<file path="config.mk">
export PLATFORM = sky130hd
export DESIGN_NAME = serializador_tramas
export DESIGN_NICKNAME = d
export VERILOG_FILES = /design/src/rtl/serializador_tramas.sv
export SDC_FILE = /design/constraint.sdc
export NUM_CORES = 1
export LEC_CHECK = 0
export CAP_MARGIN = 0
export CORE_MARGIN = 1.5
export CORE_UTILIZATION = 45
export CTS_BUF_LIST = sky130_fd_sc_hd__clkbuf_2
export DETAILED_ROUTE_END_ITERATION = 16
export PLACE_DENSITY = 0.63
export SETUP_SLACK_MARGIN = 0.1
export SLEW_MARGIN = 10
export SYNTH_ARGS = -nofsm -noshare
export SYNTH_HDL_FRONTEND = slang
export SYNTH_SLANG_ARGS = --single-unit
</file>
<file path="constraint.sdc">
create_clock -name CLK -period 2.7 [get_ports CLK]
set_input_delay 0.54 -clock CLK [delete_from_list [all_inputs] [get_ports CLK]]
set_output_delay 0.54 -clock CLK [all_outputs]
set_load 0.005 [all_outputs]
</file>
<file path="src/rtl/serializador_tramas.sv">
// serializador_tramas: collects FRAME_BITS serial bits (one per DI_STROBE
// rising edge) and retransmits each frame on DO with the bit clock CLKimpr.
// Everything runs on CLK. The output bit timing comes from a clock-enable
// tick. A held collector frame gives double buffering. An edge that
// arrives while a frame is still held is lost, and this sets the sticky
// overflow flag.
module serializador_tramas #(
    parameter int FRAME_BITS = 64,
    parameter int DIV        = 125,
    parameter int FIFO_ORDER = 1
) (
    input  logic CLK,
    input  logic RST,
    input  logic DI,
    input  logic DI_STROBE,
    output logic DO,
    output logic CLKimpr,
    output logic busy,
    output logic frame_done,
    output logic overflow
);

    localparam int CW = $clog2(FRAME_BITS + 1);
    localparam int BW = $clog2(FRAME_BITS);
    localparam int TW = $clog2(DIV);

    localparam logic [CW-1:0] CNT_LAST  = CW'(FRAME_BITS - 1);
    localparam logic [BW-1:0] BITS_LAST = BW'(FRAME_BITS - 1);
    localparam logic [TW-1:0] TICK_MAX  = TW'(DIV - 1);

    localparam logic [1:0] S_IDLE = 2'd0;
    localparam logic [1:0] S_LOW  = 2'd1;
    localparam logic [1:0] S_HIGH = 2'd2;

    // Handshake: a bit is offered by a 0->1 transition of DI_STROBE, with DI
    // valid in that same CLK cycle. There is no ready or backpressure. While
    // a complete frame waits for the transmitter, offered bits are dropped
    // and flagged on overflow.

    logic                  strobe_prev_q;
    logic [FRAME_BITS-1:0] coll_q, coll_d;
    logic [CW-1:0]         count_q, count_d;
    logic                  pending_q, pending_d;
    logic                  overflow_q, overflow_d;

    logic [FRAME_BITS-1:0] shreg_q, shreg_d;
    logic [BW-1:0]         bits_left_q, bits_left_d;
    logic [TW-1:0]         tick_cnt_q, tick_cnt_d;
    logic [1:0]            state_q, state_d;
    logic                  do_q, do_d;
    logic                  clk_q, clk_d;
    logic                  busy_q, busy_d;
    logic                  done_q, done_d;

    logic                  edge_det;
    logic                  tick;
    logic                  tx_finish;
    logic                  tx_free;
    logic                  load;
    logic [FRAME_BITS-1:0] load_data;
    logic [FRAME_BITS-1:0] coll_shift;

    assign edge_det   = DI_STROBE & ~strobe_prev_q;
    assign tick       = busy_q && (tick_cnt_q == TICK_MAX);
    assign tx_finish  = (state_q == S_HIGH) && tick && (bits_left_q == '0);
    assign tx_free    = !busy_q || tx_finish;
    assign coll_shift = {DI, coll_q[FRAME_BITS-1:1]};

    // Collector: accept bits, complete frames, hold a frame while TX is busy.
    always_comb begin
        coll_d     = coll_q;
        count_d    = count_q;
        pending_d  = pending_q;
        overflow_d = overflow_q;
        load       = 1'b0;
        load_data  = coll_q;
        if (pending_q) begin
            if (tx_finish) begin
                // Held frame goes out now. A coincident edge starts the next frame.
                load      = 1'b1;
                load_data = coll_q;
                pending_d = 1'b0;
                count_d   = '0;
                if (edge_det) begin
                    coll_d  = coll_shift;
                    count_d = CW'(1);
                end
            end else if (edge_det) begin
                overflow_d = 1'b1;
            end
        end else if (edge_det) begin
            coll_d = coll_shift;
            if (count_q == CNT_LAST) begin
                if (tx_free) begin
                    load      = 1'b1;
                    load_data = coll_shift;
                    count_d   = '0;
                end else begin
                    pending_d = 1'b1;
                    count_d   = count_q + CW'(1);
                end
            end else begin
                count_d = count_q + CW'(1);
            end
        end
    end

    // Transmitter: tick counter plus IDLE / LOW_HALF / HIGH_HALF bit sequencing.
    always_comb begin
        shreg_d     = shreg_q;
        bits_left_d = bits_left_q;
        state_d     = state_q;
        do_d        = do_q;
        clk_d       = clk_q;
        busy_d      = busy_q;
        done_d      = 1'b0;
        tick_cnt_d  = '0;
        if (busy_q && !tick) begin
            tick_cnt_d = tick_cnt_q + TW'(1);
        end
        case (state_q)
            S_LOW: begin
                if (tick) begin
                    clk_d   = 1'b1;
                    state_d = S_HIGH;
                end
            end
            S_HIGH: begin
                if (tick) begin
                    clk_d = 1'b0;
                    if (bits_left_q == '0) begin
                        do_d    = 1'b0;
                        busy_d  = 1'b0;
                        done_d  = 1'b1;
                        state_d = S_IDLE;
                    end else begin
                        if (FIFO_ORDER != 0) begin
                            do_d    = shreg_q[0];
                            shreg_d = shreg_q >> 1;
                        end else begin
                            do_d    = shreg_q[FRAME_BITS-1];
                            shreg_d = shreg_q << 1;
                        end
                        bits_left_d = bits_left_q - BW'(1);
                        state_d     = S_LOW;
                    end
                end
            end
            default: begin
                clk_d   = 1'b0;
                do_d    = 1'b0;
                state_d = S_IDLE;
            end
        endcase
        // A load wins over the finishing transition. frame_done still pulses.
        if (load) begin
            if (FIFO_ORDER != 0) begin
                do_d    = load_data[0];
                shreg_d = load_data >> 1;
            end else begin
                do_d    = load_data[FRAME_BITS-1];
                shreg_d = load_data << 1;
            end
            bits_left_d = BITS_LAST;
            tick_cnt_d  = '0;
            busy_d      = 1'b1;
            clk_d       = 1'b0;
            state_d     = S_LOW;
        end
    end

    // State registers. Strobe history resets high so a held strobe is not an edge.
    always_ff @(posedge CLK) begin
        if (RST) begin
            strobe_prev_q <= 1'b1;
            coll_q        <= '0;
            count_q       <= '0;
            pending_q     <= 1'b0;
            overflow_q    <= 1'b0;
            shreg_q       <= '0;
            bits_left_q   <= '0;
            tick_cnt_q    <= '0;
            state_q       <= S_IDLE;
            do_q          <= 1'b0;
            clk_q         <= 1'b0;
            busy_q        <= 1'b0;
            done_q        <= 1'b0;
        end else begin
            strobe_prev_q <= DI_STROBE;
            coll_q        <= coll_d;
            count_q       <= count_d;
            pending_q     <= pending_d;
            overflow_q    <= overflow_d;
            shreg_q       <= shreg_d;
            bits_left_q   <= bits_left_d;
            tick_cnt_q    <= tick_cnt_d;
            state_q       <= state_d;
            do_q          <= do_d;
            clk_q         <= clk_d;
            busy_q        <= busy_d;
            done_q        <= done_d;
        end
    end

    assign DO         = do_q;
    assign CLKimpr    = clk_q;
    assign busy       = busy_q;
    assign frame_done = done_q;
    assign overflow   = overflow_q;

endmodule

</file>
# Word level (Yosys, flattened, before mapping)
# Index checks and enable logic that the tools add are counted.
[op_classes] addsub=3 n_reduce_logical=22 eq_ne=11 mux=48 bitwise=6
[op_table] cell="64-bit two-way mux" n=7
[op_table] cell="63-bit two-way mux" n=4
[op_table] cell="7-bit two-way mux" n=5
[op_table] cell="6-bit two-way mux" n=4
[op_table] cell="1-bit two-way mux" n=23
[op_table] cell="7-bit by 1-bit adder with 7-bit output, second input constant" n=2
[op_table] cell="3-bit AND reduction" n=3
[op_table] cell="2-bit inequality test, second input constant" n=4
[op_table] cell="2-bit AND reduction" n=4
[op_table] cell="2-bit nonzero test" n=4
[op_table] cell="7-bit by 6-bit equality test with 1-bit output, second input constant" n=1
[op_table] cell="7-bit equality test, second input constant" n=1
[op_table] cell="6-bit zero test" n=1
[op_table] cell="3-bit inequality test, second input constant" n=2
[op_table] cell="3-bit OR reduction" n=2
[op_table] cell="6-bit by 1-bit subtractor with 6-bit output, second input constant" n=1
[op_table] cell="1-bit inverter" n=5
[op_table] cell="1-bit logical AND" n=4
[op_table] cell="2-bit two-way mux" n=2
[op_table] cell="1-bit one-hot mux with 2 select lines" n=2
[op_table] cell="2-bit one-hot mux with 2 select lines" n=1
[op_table] cell="2-bit by 1-bit equality test with 1-bit output, second input constant" n=1
[op_table] cell="2-bit equality test, second input constant" n=1
[op_table] cell="1-bit zero test" n=2
[op_table] cell="4 further kinds" n=4
[word_totals] ff_bits=156 word_cells=104 output_inout_bits=5

# Depth between registers and ports, before layout
[depth] ltp_word=11 ltp_mapped=10

# Worst setup path after synthesis
# Ideal clock, no wire load.
[synth_timing] path_type="input to register" from="input port DI_STROBE" to="register shreg_q[45]" path_stages=9 slack_ns=0.221 n_path_buf=3 arrival_time_ns=2.354 path_cell_list="or3b_1 -> buf_2 -> or4_4 -> buf_6 -> nand2_2 -> nand2_4 -> buf_6 -> a221oi_1 -> a21oi_1"
[synth_between] elab_chain_len=5 elab_cells_between_ends=10
[synth_lines] element="start: declaration" line_no="15" text="input logic DI_STROBE,"
[synth_lines] element="1-bit AND (*)" line_no="63" text="assign edge_det = DI_STROBE & ~strobe_prev_q;"
[synth_lines] element="1-bit two-way mux" line_no="91" text="end else if (edge_det) begin"
[synth_lines] element="1-bit two-way mux" line_no="77" text="if (pending_q) begin"
[synth_lines] element="2-bit inequality test (no source line) or 2-bit nonzero test (tied branches)"
[synth_lines] element="3-bit AND reduction (no source line)"
[synth_lines] element="end signal: assignment" line_no="194" text="shreg_q <= shreg_d;"
[synth_lines] element="end: declaration" line_no="46" text="logic [FRAME_BITS-1:0] shreg_q, shreg_d;"
# Mark *: on every way between the ends. The rest lies on a longest branch, timed or not.
# A chain may end at the register's enable or synchronous reset.

# Worst setup path in the final report
[layout_timing] from="register tick_cnt_q[2]" to="register shreg_q[9]"
[layout_between] elab_chain_len=11 elab_cells_between_ends=19
[layout_lines] element="start: declaration" line_no="48" text="logic [TW-1:0] tick_cnt_q, tick_cnt_d;"
[layout_lines] element="start signal: assignment" line_no="196" text="tick_cnt_q <= tick_cnt_d;"
[layout_lines] element="7-bit equality test (*)" line_no="64" text="assign tick = busy_q && (tick_cnt_q == TICK_MAX);"
[layout_lines] element="1-bit logical AND (*)" line_no="64"
[layout_lines] element="1-bit logical AND (2 in series)" line_no="65" text="assign tx_finish = (state_q == S_HIGH) && tick && (bits_left_q == '0);"
[layout_lines] element="1-bit logical OR" line_no="66" text="assign tx_free = !busy_q || tx_finish;"
[layout_lines] element="1-bit two-way mux" line_no="94" text="if (tx_free) begin"
[layout_lines] element="1-bit two-way mux" line_no="93" text="if (count_q == CNT_LAST) begin"
[layout_lines] element="1-bit two-way mux" line_no="91"
[layout_lines] element="1-bit two-way mux" line_no="77"
[layout_lines] element="2-bit inequality test (no source line) or 2-bit nonzero test (tied branches)"
[layout_lines] element="3-bit AND reduction (no source line)"
# Marked as above.

==> flow_summary.toml <==
[sta]
setup_viol = 0
relSlewSlack_pct = 61.7
finalCritPeriodShare_pct = 90.6
clock.fmax_mhz = 409
slew_viol_final = 0
finClkSkew_ns = 0.0366
min_period_ns = 2.45
hold_violations = 0
tightest_slew_ns = 0.571
rsz0062_at_grt = "no"

[synth]
synth_top_area_share_pct = 45.0
synthCells = 797
yosysUniqueCellTypes = 46
synth_area_per_cell_um2 = 8.65
synth-edff-count = 0
ys.warnings.count = 0
synth.area.top_cells = "dfxtp_1, a221oi_2, nand2_1"
yosysMostFrequentCell = "nand2_1"
yosys-top-cells-count = "nand2_1, dfxtp_1, a21oi_1"
synth_flop_cell = "dfxtp_1"
synth_top_cell_by_area = "dfxtp_1"
seq_area_frac_synth_pct = 45.0
mappedNetlistArea_um2 = 6900
ys_async_sr_fraction_pct = 0
synth_fp_nets = 806
ys_seq_elements = 155

[clocking]
htreeDepth = 4
cts-buffers-inserted = 17
clk_latency_ns = 0.72
cts.path.max_buffers = 2
postCtsSetupRepairBufs = 0
cts_root_buffer = "clkbuf_2"
cts_repair_resize_count = 0
cts_tree = "built"
holdBufCountCts = 0
clk_pin_slew_ns = 0.22
clkSinkCount = 155

[placement]
place_congestion = 0.794
dp_hpwl_um = 8810
place_area_um2 = 7250
portBuffers = 8

[setup_path]
critical_path_arrival_ns = 3.10
r2r_end = "shreg_q[9]"
required_ns = 3.35
cp_max_fo = 38
r2r_start = "tick_cnt_q[2]"
worst_setup_path_start_kind = "flop"
crit_type = "flop to flop"
end_kind = "flop"
reg2reg_depth = 7
rrSetupSlack_ns = 0.25

[worst_hold_path]
min_from = "RST"
hold_depth = 2
min_path_type = "input pin to flop"
hold_end = "overflow"

[pwr]
power_density_nw_per_um2 = 469
switching_power_mw = 0.852
combPwrFrac_pct = 2.7
swShare_pct = 24.5
p_total_mw = 3.48
p_int_mw = 2.63
ir_drop_v = 0.000319
leakagePower_nw = 2.64
pwr-share-seq_pct = 66.0
clkPwrFrac_pct = 31.4

[cells_and_area]
stdcell_area_um2 = 7430
fin_util_pct = 49.2
area_delta_synth_final_pct = 7.67
drive_above_1_share_pct = 16.6
final_nets = 799

[floorplan]
die_h_um = 127
rows = 45
start_util_pct = 45.7
io_pins = 9
floorplan.core_area_um2 = 15100
die-area_um2 = 16100
die_w_um = 127

[detailed_routing]
finalWirelength_um = 15200
wl_per_cell_um = 15.4
num_vias = 5614
drtAntennaViolNets = 0
drtPass1Iterations = 5
drc = 0
routed_via_density = 5.66
drt_iter0_markers = 461

[global_route]
grt_max_degree = 66
antenna_found_initial = 1
gr-total-overflow = 0
grt_pass1_vias = 5363
groute.usage.overall_pct = 19.9
grt_pass1_wl_um = 26200

[flow_run]
maxCapViolCount = 0

[status]
status = "finished clean"
## final cells by class
class                           count  area [µm²]
Clock buffer                       19        95.1
Timing Repair Buffer               42         480
Clock inverter                     12        82.6
Multi-Input combinational cell    565        3390
Antenna cell                        1        2.50
Inverter                            9        33.8
Sequential cell                   155        3100
Tap cell                          188         235
Fill cell                        1406        7660
## worst max-delay path, cell delays in order (launching register included)
cell      delay [ns]
dfxtp_1         0.44
nand4_1         0.19
or3_1           0.57
nor3_2          0.33
buf_12          0.31
buf_4           0.28
a221oi_2        0.08
a21oi_1         0.16
## kinds of logic (layout without fill, tap and decap cells)
logic type / Yosys count / in the layout / share of synthesized area [%]
other: 0 / 1 / 0
XOR/XNOR: 9 / 9 / 1.14
AND/OR/NAND/NOR: 257 / 257 / 15.4
AO/OA/AOI/OAI: 294 / 294 / 31.5
buffers and inverters: 77 / 82 / 6.11
adder cells (fa/ha/maj): 5 / 5 / 0.907
flip-flops: 155 / 155 / 45.0
## per-stage QoR
| stage | hold WS, ns | setup WS [ns] | std cells | TNS, ns |
|---|---|---|---|---|
| 2_1_floorplan | 0.430 | 0.221 | 797 | 0 |
| 3_3_place_gp | 0.440 | -0.210 | 959 | -9.63 |
| 3_5_place_dp | 0.454 | -0.217 | 959 | -12.03 |
| 4_1_cts | 0.176 | 0.208 | 990 | 0 |
| 5_1_grt | 0.198 | 0.127 | 991 | 0 |
| 6_report | 0.256 | 0.253 | 991 | 0 |
## placed cells by master, fill, tap and decap left out, types with 2 or more instances in the layout
master and count:
a211oi_1 3, a21oi_1 142, a221oi_1 2, a221oi_2 60
a31oi_1 5, a32o_1 2, buf_12 12, buf_4 22
clkbuf_2 19, clkdlybuf4s50_1 7, clkinv_1 4, clkinv_2 6
dfxtp_1 155, ha_1 5, inv_1 9, nand2_1 204
nand2b_1 2, nand3_1 6, nand4_1 3, nor2_1 14
nor2b_1 3, nor3_1 6, nor3b_1 2, nor4_1 2
o21ai_0 59, o21ai_1 10, or2_2 2, or3_1 4
xnor2_1 5, xor2_1 4
## sequential cells by signal, indices dropped and copies added (netlist names)
signal         cells
frame_done         1
coll_q            64
shreg_q           63
tick_cnt_q         7
bits_left_q        6
pending_q          1
strobe_prev_q      1
count_q            7
DO                 1
busy               1
state_q            1
CLKimpr            1
overflow           1
## power by group through the flow
stage	logic, mW	clock network, mW	registers [mW]
floorplan	0.0575	0	2.34
global placement	0.0913	0	2.34
detailed placement	0.0920	0	2.34
CTS	0.0927	1.14	2.30
global route	0.0995	1.23	2.30
finish	0.0923	1.09	2.30
## metal layers
| layer | vias up | GRT usage, % | part of all wire [%] |
|---|---|---|---|
| li1 | 2825 | - | - |
| met1 | 2695 | 26.2 | 48 |
| met2 | 83 | 32.7 | 47 |
| met3 | 11 | 4.26 | 3.7 |
| met4 | 0 | 6.22 | 1.1 |
| met5 | - | 0 | 0 |
## worst max-delay path by stage
stage	startpoint	depth (start not counted)	endpoint
after global placement	DI_STROBE	8	DO
final	tick_cnt_q[2]	7	shreg_q[9]
after floorplan	DI_STROBE	9	shreg_q[45]
after global routing	tick_cnt_q[0]	10	coll_q[16]
after CTS	busy	1	busy
after detailed placement	DI_STROBE	8	shreg_q[15]
No activity file was read; power rests on OpenSTA's default activity.
